## src/rtl/reg_wb_arbiter_if.sv

```systemverilog
// Writeback bus between the two writeback sources, the decode hazard check and the arbiter.
// The master drives requests and read addresses; the slave (arbiter) drives grants and the write port.
interface reg_wb_arbiter_if #(
  parameter int unsigned DW = 32,
  parameter int unsigned AW = 5
);
  logic          aValid;
  logic [AW-1:0] aAddr;
  logic [DW-1:0] aData;
  logic          aReady;
  logic          bValid;
  logic [AW-1:0] bAddr;
  logic [DW-1:0] bData;
  logic          bReady;
  logic          wbHold;
  logic          wEna;
  logic [AW-1:0] wAddr;
  logic [DW-1:0] wDin;
  logic [AW-1:0] rAddr1;
  logic [AW-1:0] rAddr2;
  logic          hazard1;
  logic          hazard2;

  modport master (
    output aValid, aAddr, aData, bValid, bAddr, bData, wbHold, rAddr1, rAddr2,
    input  aReady, bReady, wEna, wAddr, wDin, hazard1, hazard2
  );

  modport slave (
    input  aValid, aAddr, aData, bValid, bAddr, bData, wbHold, rAddr1, rAddr2,
    output aReady, bReady, wEna, wAddr, wDin, hazard1, hazard2
  );
endinterface

```

## src/rtl/reg_wb_arbiter.sv

```systemverilog
// Round-robin arbiter sharing the register-file write port between the ALU (A) and load (B)
// writeback paths, with a registered write port and read-after-write hazard flags for decode.
module reg_wb_arbiter #(
  parameter int unsigned DW = 32,
  parameter int unsigned AW = 5
) (
  input logic            clk,
  input logic            rst_n,
  reg_wb_arbiter_if.slave bus
);

  typedef enum logic {PrioA, PrioB} prio_e;

  prio_e         prio_q, prio_d;
  logic          a_grant, b_grant;
  logic          w_ena_q, w_ena_d;
  logic [AW-1:0] w_addr_q, w_addr_d;
  logic [DW-1:0] w_din_q, w_din_d;

  // State register: priority pointer and the single output write stage.
  always_ff @(posedge clk or negedge rst_n) begin
    if (!rst_n) begin
      prio_q   <= PrioA;
      w_ena_q  <= 1'b0;
      w_addr_q <= '0;
      w_din_q  <= '0;
    end else begin
      prio_q   <= prio_d;
      w_ena_q  <= w_ena_d;
      w_addr_q <= w_addr_d;
      w_din_q  <= w_din_d;
    end
  end

  // Grant decode; readies must stay low while reset is asserted, even between edges.
  always_comb begin
    a_grant = 1'b0;
    b_grant = 1'b0;
    if (rst_n && !bus.wbHold) begin
      if (bus.aValid && (!bus.bValid || prio_q == PrioA)) begin
        a_grant = 1'b1;
      end else if (bus.bValid) begin
        b_grant = 1'b1;
      end
    end
  end

  // Next state: pointer moves to the loser of each accepted transfer.
  always_comb begin
    prio_d   = prio_q;
    w_ena_d  = 1'b0;
    w_addr_d = w_addr_q;
    w_din_d  = w_din_q;
    if (a_grant) begin
      prio_d   = PrioB;
      w_ena_d  = (bus.aAddr != '0);
      w_addr_d = bus.aAddr;
      w_din_d  = bus.aData;
    end else if (b_grant) begin
      prio_d   = PrioA;
      w_ena_d  = (bus.bAddr != '0);
      w_addr_d = bus.bAddr;
      w_din_d  = bus.bData;
    end
  end

  // Outputs
  always_comb begin
    bus.aReady = a_grant;
    bus.bReady = b_grant;
    bus.wEna   = w_ena_q;
    bus.wAddr  = w_addr_q;
    bus.wDin   = w_din_q;
    bus.hazard1 = (bus.rAddr1 != '0) &&
                  ((w_ena_q && w_addr_q == bus.rAddr1) ||
                   (bus.aValid && bus.aAddr == bus.rAddr1) ||
                   (bus.bValid && bus.bAddr == bus.rAddr1));
    bus.hazard2 = (bus.rAddr2 != '0) &&
                  ((w_ena_q && w_addr_q == bus.rAddr2) ||
                   (bus.aValid && bus.aAddr == bus.rAddr2) ||
                   (bus.bValid && bus.bAddr == bus.rAddr2));
  end

endmodule

```

## src/flat_wrapper.sv

```systemverilog
// flat-port wrapper written by rule: the top's interface ports become plain ports
module reg_wb_arbiter_flat 
#(
  parameter int unsigned DW = 32,
  parameter int unsigned AW = 5
)
  (clk, rst_n, bus_aValid, bus_aAddr, bus_aData, bus_bValid, bus_bAddr, bus_bData, bus_wbHold, bus_rAddr1, bus_rAddr2, bus_aReady, bus_bReady, bus_wEna, bus_wAddr, bus_wDin, bus_hazard1, bus_hazard2);
  reg_wb_arbiter_if #(.DW(DW), .AW(AW)) bus_i ();
  input logic clk;
  input logic rst_n;
  input wire logic [$bits(bus_i.aValid)-1:0] bus_aValid;
  input wire logic [$bits(bus_i.aAddr)-1:0] bus_aAddr;
  input wire logic [$bits(bus_i.aData)-1:0] bus_aData;
  input wire logic [$bits(bus_i.bValid)-1:0] bus_bValid;
  input wire logic [$bits(bus_i.bAddr)-1:0] bus_bAddr;
  input wire logic [$bits(bus_i.bData)-1:0] bus_bData;
  input wire logic [$bits(bus_i.wbHold)-1:0] bus_wbHold;
  input wire logic [$bits(bus_i.rAddr1)-1:0] bus_rAddr1;
  input wire logic [$bits(bus_i.rAddr2)-1:0] bus_rAddr2;
  output wire logic [$bits(bus_i.aReady)-1:0] bus_aReady;
  output wire logic [$bits(bus_i.bReady)-1:0] bus_bReady;
  output wire logic [$bits(bus_i.wEna)-1:0] bus_wEna;
  output wire logic [$bits(bus_i.wAddr)-1:0] bus_wAddr;
  output wire logic [$bits(bus_i.wDin)-1:0] bus_wDin;
  output wire logic [$bits(bus_i.hazard1)-1:0] bus_hazard1;
  output wire logic [$bits(bus_i.hazard2)-1:0] bus_hazard2;
  assign bus_i.aValid = bus_aValid;
  assign bus_i.aAddr = bus_aAddr;
  assign bus_i.aData = bus_aData;
  assign bus_i.bValid = bus_bValid;
  assign bus_i.bAddr = bus_bAddr;
  assign bus_i.bData = bus_bData;
  assign bus_i.wbHold = bus_wbHold;
  assign bus_i.rAddr1 = bus_rAddr1;
  assign bus_i.rAddr2 = bus_rAddr2;
  assign bus_aReady = bus_i.aReady;
  assign bus_bReady = bus_i.bReady;
  assign bus_wEna = bus_i.wEna;
  assign bus_wAddr = bus_i.wAddr;
  assign bus_wDin = bus_i.wDin;
  assign bus_hazard1 = bus_i.hazard1;
  assign bus_hazard2 = bus_i.hazard2;
  reg_wb_arbiter #(.DW(DW), .AW(AW)) u_core (.clk(clk), .rst_n(rst_n), .bus(bus_i));
endmodule
```

## config.mk

```make
export PLATFORM = sky130hd
export DESIGN_NAME = reg_wb_arbiter_flat
export DESIGN_NICKNAME = d
export VERILOG_FILES = /design/src/rtl/reg_wb_arbiter_if.sv /design/src/rtl/reg_wb_arbiter.sv /design/src/flat_wrapper.sv
export SDC_FILE = /design/constraint.sdc
export NUM_CORES = 1
export LEC_CHECK = 0
export ABC_AREA = 1
export CELL_PAD_IN_SITES_DETAIL_PLACEMENT = 0
export CELL_PAD_IN_SITES_GLOBAL_PLACEMENT = 2
export CORE_MARGIN = 3
export CORE_UTILIZATION = 19
export CTS_CLUSTER_DIAMETER = 30
export CTS_CLUSTER_SIZE = 16
export DETAILED_ROUTE_END_ITERATION = 12
export GPL_TIMING_DRIVEN = 0
export PLACE_DENSITY_LB_ADDON = 0.1
export SLEW_MARGIN = 20
export SYNTH_ARGS = -nofsm -noshare
export SYNTH_HDL_FRONTEND = slang
export SYNTH_SLANG_ARGS = --single-unit
```

## constraint.sdc

```tcl
create_clock -name clk -period 1.66 [get_ports clk]
set_clock_uncertainty 0.15 [all_clocks]
set_input_delay 0.332 -clock clk [delete_from_list [all_inputs] [get_ports clk]]
set_output_delay 0.332 -clock clk [all_outputs]
set_load 0.02 [all_outputs]
```

After elaboration in Yosys (flattened, before gate mapping) --
Index checks and enable logic that the tools add are counted.
Storage, ports and cells: register bits 39, bits in latches 0, memory bits (writable) 0, bits in read-only memories 0, bits of input ports 89, output and inout port bits 42, logic and storage cells 46, memories kept 0
Operators by class: $add $sub $neg 0, multiply operators 0, div/mod/pow operators 0, magnitude comparators 0, eq/ne operators 6, shift-type cells 0, muxes and demuxes 13, bitwise operators 1, reduce and logical (&&, ||, !) cells 22
Operators with widths (number):
- $mux 32 | 2
- $eq 5x5->1 | 6
- $reduce_bool 5->1 | 4
- $logic_and 1x1->1 | 10
- $mux 5 | 2
- $mux 1 | 9
- $logic_or 1x1->1 | 5
- $logic_not 1->1 | 2
- $reduce_bool 2->1 | 1
- $not 1->1 | 1

Depth between registers and ports, before layout --
depth after elaboration 7, mapped depth 8, gate-level depth less buffers 8

Worst setup path after synthesis --
OpenSTA, ideal clock, no wires.
path type flip-flop to output port, start point reg u_core.w_addr_q[1], in the netlist u_core.bus.wAddr[1], end point out bus_hazard2, arrival 1075 ps, required time 1178 ps, slack 103 ps, stages on the path, launching flop included 9, buffers on the path 0, cells stage by stage dfrtp_1 inv_1 nand2_1 nand2_1 nor2_1 nand3_1 nand3_1 nand2_1 inv_1
Between the ends: word-level cells in the longest chain between the ends 5
RTL lines:
- start: declaration | RTL line reg_wb_arbiter.sv:17 | logic [AW-1:0] w_addr_q, w_addr_d;
- start signal: assignment | RTL line reg_wb_arbiter.sv:30 | w_addr_q <= w_addr_d;
- $eq 5x5->1 | RTL line reg_wb_arbiter.sv:79 | ((w_ena_q && w_addr_q == bus.rAddr2) ||
- $logic_and 1x1->1 | RTL line reg_wb_arbiter.sv:79
- $logic_or 1x1->1 | RTL line reg_wb_arbiter.sv:79
- $logic_or 1x1->1 | RTL line reg_wb_arbiter.sv:80 | (bus.aValid && bus.aAddr == bus.rAddr2) ||
- $logic_and 1x1->1 | RTL line reg_wb_arbiter.sv:78 | bus.hazard2 = (bus.rAddr2 != '0) &&
- end: declaration | RTL line flat_wrapper.sv:26 | output wire logic [$bits(bus_i.hazard2)-1:0] bus_hazard2;
Every way passes these cells.

Final worst setup path --
start point reg u_core.w_addr_q[4], in the netlist u_core.bus.wAddr[4], end point out bus_hazard1
Between the ends: word-level cells in the longest chain between the ends 5
RTL lines:
- $eq 5x5->1 | RTL line reg_wb_arbiter.sv:75 | ((w_ena_q && w_addr_q == bus.rAddr1) ||
- $logic_and 1x1->1 | RTL line reg_wb_arbiter.sv:75
- $logic_or 1x1->1 | RTL line reg_wb_arbiter.sv:75
- $logic_or 1x1->1 | RTL line reg_wb_arbiter.sv:76 | (bus.aValid && bus.aAddr == bus.rAddr1) ||
- $logic_and 1x1->1 | RTL line reg_wb_arbiter.sv:74 | bus.hazard1 = (bus.rAddr1 != '0) &&
- end: declaration | RTL line flat_wrapper.sv:25 | output wire logic [$bits(bus_i.hazard1)-1:0] bus_hazard1;
Every way passes these cells.

==> metrics list <==
* Reg2Reg Setup Slack: 120 ps
- In the final routed layout, each cell accounts on average for 14.2 um.
* Rel. slew slack: 0.467
- Cell area after placement: 3930 um2
* Post-synth top cells: sky130_fd_sc_hd__nand2_1, sky130_fd_sc_hd__inv_1, sky130_fd_sc_hd__nor2_1
- VDD sags by at most 0.443 mV.
- No sink is reached through more buffers than the 2 on the longest clock path.
* Uppermost layer routed: met5
- Count of TritonRoute iterations in the first routing pass: 4
- In this run the power density over the cells is 920 nW/um2.
* Detailed Route Iter0 Violations: 76
- Part of the total power dissipated in the clock network: 0.286
* Vertical die dimension: 118 um
- The count of endpoints failing hold in the final timing report is 0.
* Top flip-flop cell by instance count after synthesis: sky130_fd_sc_hd__dfrtp_1
- Number of global-route vias before repair: 2841
- The share of the Yosys chip area taken by registers is 0.407.
- Remaining routing DRC violations: 0
- Total clock buffers created by CTS: 5
- Yosys printed 0 warnings.
- Number of diodes: 0
* Share of the synthesized area in the top cell type: 0.407
- Dividing the detail-routed via count by the number of cells gives 4.03.
- Crit Reg-Reg Endpoint: u_core.bus.wDin[3]$_DFFE_PN0P_
- Combined global-route utilization of all metal layers: 0.140
- The cell count after synthesis came out at 368.
- A synthesized cell averages 6.52 um2.
- HPWL Detailed: 7550 um
- Data arrival, critical path: 1400 ps
- Total grt overflow: 0
- Net switching fraction of the power: 0.353
- At the worst endpoint, the required time is 1180 ps.
- The initial antenna violation count is 1.
- Final worst-path cycle share: 1.14
- Launch point of the worst reg-to-reg path: u_core.prio_q$_DFFE_PN0P_
- Relative to the synthesized area, the layout overhead comes to 79.5%.
* Post-route ant nets: 0
* Wire length of the first global-routing pass: 15400 um
* Clock-pin transition on the worst setup and hold timing paths: 60 ps
- The share of total power dissipated in combinational logic is 0.384.
- For this design the static power due to leakage is 2.06 nW.
* Shortest period the worst path allows: 1880 ps
* Area of the mapped netlist: 2400 um2
- RSZ-0062 raised after global routing: yes
- The final count of pins violating max slew was 0.
- Filler Cells Inserted: 1368
- After routing the design area is 4310 um2.
* CTS tree: built
* Initial Utilization: 0.197
- The detailed router put a total of 4580 um of wire on met1.
* Largest fanout on the critical path: 4
- For the worst flop-to-flop path, the logic depth is 9.
- The die covers 14000 um2.
- Status: finished, violations left
- Met3 Routed Length: 789 um
* X dimension of the die: 118 um
- The detailed router placed 2779 vias in this run.
- After detailed routing, the met2 layer carries 4340 um of wire.
- Pin placement for this block handled 131 I/O pins.
- The synthesized design contains 39 register bits.
- For this run, the top clock speed supported by timing is 531 MHz.
* Weighted congestion at the end of routability-driven global placement: 0.782
- Post-route worst setup slack: -224 ps
- Quantity of I/O buffers inserted on ports: 130
* Setup-violating endpoint count in the final report: 3
- Number of sinks driven by the clock tree: 39
* Startpoint kind of the worst setup timing path: flop
- By startpoint and endpoint, the worst setup path is classified as reg -> out.
- Endpoint type of the worst setup path: primary output
- Entering global routing, the biggest net connects 17 pins.
- Unique cell type count in the Yosys netlist: 23
- The final reports fail on setup timing.
- Cell-internal power: 2.56 mW
- Root Buffer Master: sky130_fd_sc_hd__clkbuf_16
- Sorting the synthesized cells by area gives the leading types as sky130_fd_sc_hd__dfrtp_1, sky130_fd_sc_hd__nand2_1, sky130_fd_sc_hd__inv_1, sky130_fd_sc_hd__nor2_1, sky130_fd_sc_hd__nand3_1.
- Row cnt: 40
- In the post-synthesis netlist, the cell with the most instances is sky130_fd_sc_hd__nand2_1.
- The later pin in the worst-skew pair is clocked with a latency of 280 ps.
* Number of flops mapped to enable cells by yosys: 0
* Async SR Flop Fraction: 1.00
- Tightest Hold Check Type: in -> async
- The tool flagged a number of max-cap violations equal to 0.
* Total negative setup slack: -490 ps
* Number of nets in the layout: 610
* Post-Syn Nets: 457
- Worst Tran Pin Value: 796 ps
- Area leader, netlist: sky130_fd_sc_hd__dfrtp_1
* Share of layout cells above drive strength 1: 0.134
- Detailed Route WL: 9810 um
- Level count of the clock H-tree: 2
- The share of total power dissipated in sequential elements is 0.330.
- In this run the power spent charging and discharging nets is 1.40 mW.
* Area inside the core boundary: 12200 um2
-- metrics by stage --
stage	cells	util	total power, mW	hold WS [ps]	setup WS (ps)
floorplan	368	-	2.03	-114	103
global placement	666	0.322	2.91	319	-2690
detailed placement	667	0.323	2.92	155	-1190
CTS	687	0.347	4.00	318	-255
global route	690	0.354	4.23	314	-310
finish	690	0.354	3.96	315	-224
-- how the worst max path moves through the flow --
stage,from,to,slack (ps)
after floorplan,u_core.bus.wAddr[1]$_DFFE_PN0P_,bus_hazard2,100
after global placement,rst_n,bus_aReady,-2690
after detailed placement,bus_bValid,bus_aReady,-1190
after CTS,u_core.bus.wAddr[4]$_DFFE_PN0P_,bus_hazard2,-260
after global routing,u_core.bus.wAddr[3]$_DFFE_PN0P_,bus_hazard1,-310
final,u_core.bus.wAddr[4]$_DFFE_PN0P_,bus_hazard1,-220
-- power by group through the flow --
stage	Sequential [mW]	Clock, mW	Combinational (mW)
floorplan	1.59	0	0.442
finish	1.31	1.13	1.52
global placement	1.33	0	1.58
detailed placement	1.34	0	1.58
global route	1.34	1.22	1.67
CTS	1.31	1.18	1.51
-- cells by family after synthesis --
kind of cell	synth area share
flops	0.407
simple gates	0.380
buf+inv	0.113
compound gates	0.101
-- worst max-delay path, cell delays in order (launching register included) --
cell                      delay (ps)
sky130_fd_sc_hd__dfrtp_1         390
sky130_fd_sc_hd__inv_1            90
sky130_fd_sc_hd__nand2_1          60
sky130_fd_sc_hd__nand2_1          70
sky130_fd_sc_hd__nor2_2          120
sky130_fd_sc_hd__nand3_1          80
sky130_fd_sc_hd__nand3_1          80
sky130_fd_sc_hd__nand2_1          70
sky130_fd_sc_hd__inv_2            50
sky130_fd_sc_hd__buf_6           100
-- metal layers --
layer  vias to the layer above  track usage
li1                       1452            -
met1                      1232        0.191
met2                        85        0.219
met3                         8       0.0402
met4                         2       0.0286
met5                         -            0
-- placed cells by master (no fill, tap or decap), types with 6 or more instances in the layout --
master,instances
sky130_fd_sc_hd__clkdlybuf4s15_1,6
sky130_fd_sc_hd__inv_2,11
sky130_fd_sc_hd__clkdlybuf4s50_1,64
sky130_fd_sc_hd__buf_6,9
sky130_fd_sc_hd__nor2_1,45
sky130_fd_sc_hd__o22ai_1,15
sky130_fd_sc_hd__buf_4,8
sky130_fd_sc_hd__clkbuf_16,6
sky130_fd_sc_hd__inv_1,42
sky130_fd_sc_hd__dlygate4sd2_1,50
sky130_fd_sc_hd__nand3_1,28
sky130_fd_sc_hd__dfrtp_1,38
sky130_fd_sc_hd__o21ai_1,21
sky130_fd_sc_hd__nand2_1,127
-- registers in the layout, indices dropped and copies added, names as in the netlist --
signal,flops
u_core.bus.wAddr,5
u_core.bus.wEna,1
u_core.bus.wDin,32
u_core.prio_q,1
-- timing repair --
| action | 4_1_cts | 5_1_grt |
|---|---|---|
| setup buffers | 7 | 3 |
| endpoints found under the hold margin | 17 | 0 |
| gates resized for setup | 114 | 30 |
| hold buffers | 4 | 0 |
| gates cloned | 1 | 1 |
| endpoints found under the setup margin | 81 | 38 |
| pin swaps | 10 | 11 |
-- cell type report --
class / instances / area, um2 / share of cell area
plain buffers: 10 / 91.3 / 0.0212
well taps: 168 / 210 / 0.0488
repair buffers: 147 / 1450 / 0.336
clock buffers: 5 / 125 / 0.0291
inverters: 53 / 199 / 0.0462
multi-input cells: 265 / 1210 / 0.281
flip-flops and latches: 39 / 977 / 0.227
clock inverters: 3 / 43.8 / 0.0102
Note: power is estimated with default switching activity, not from simulation.
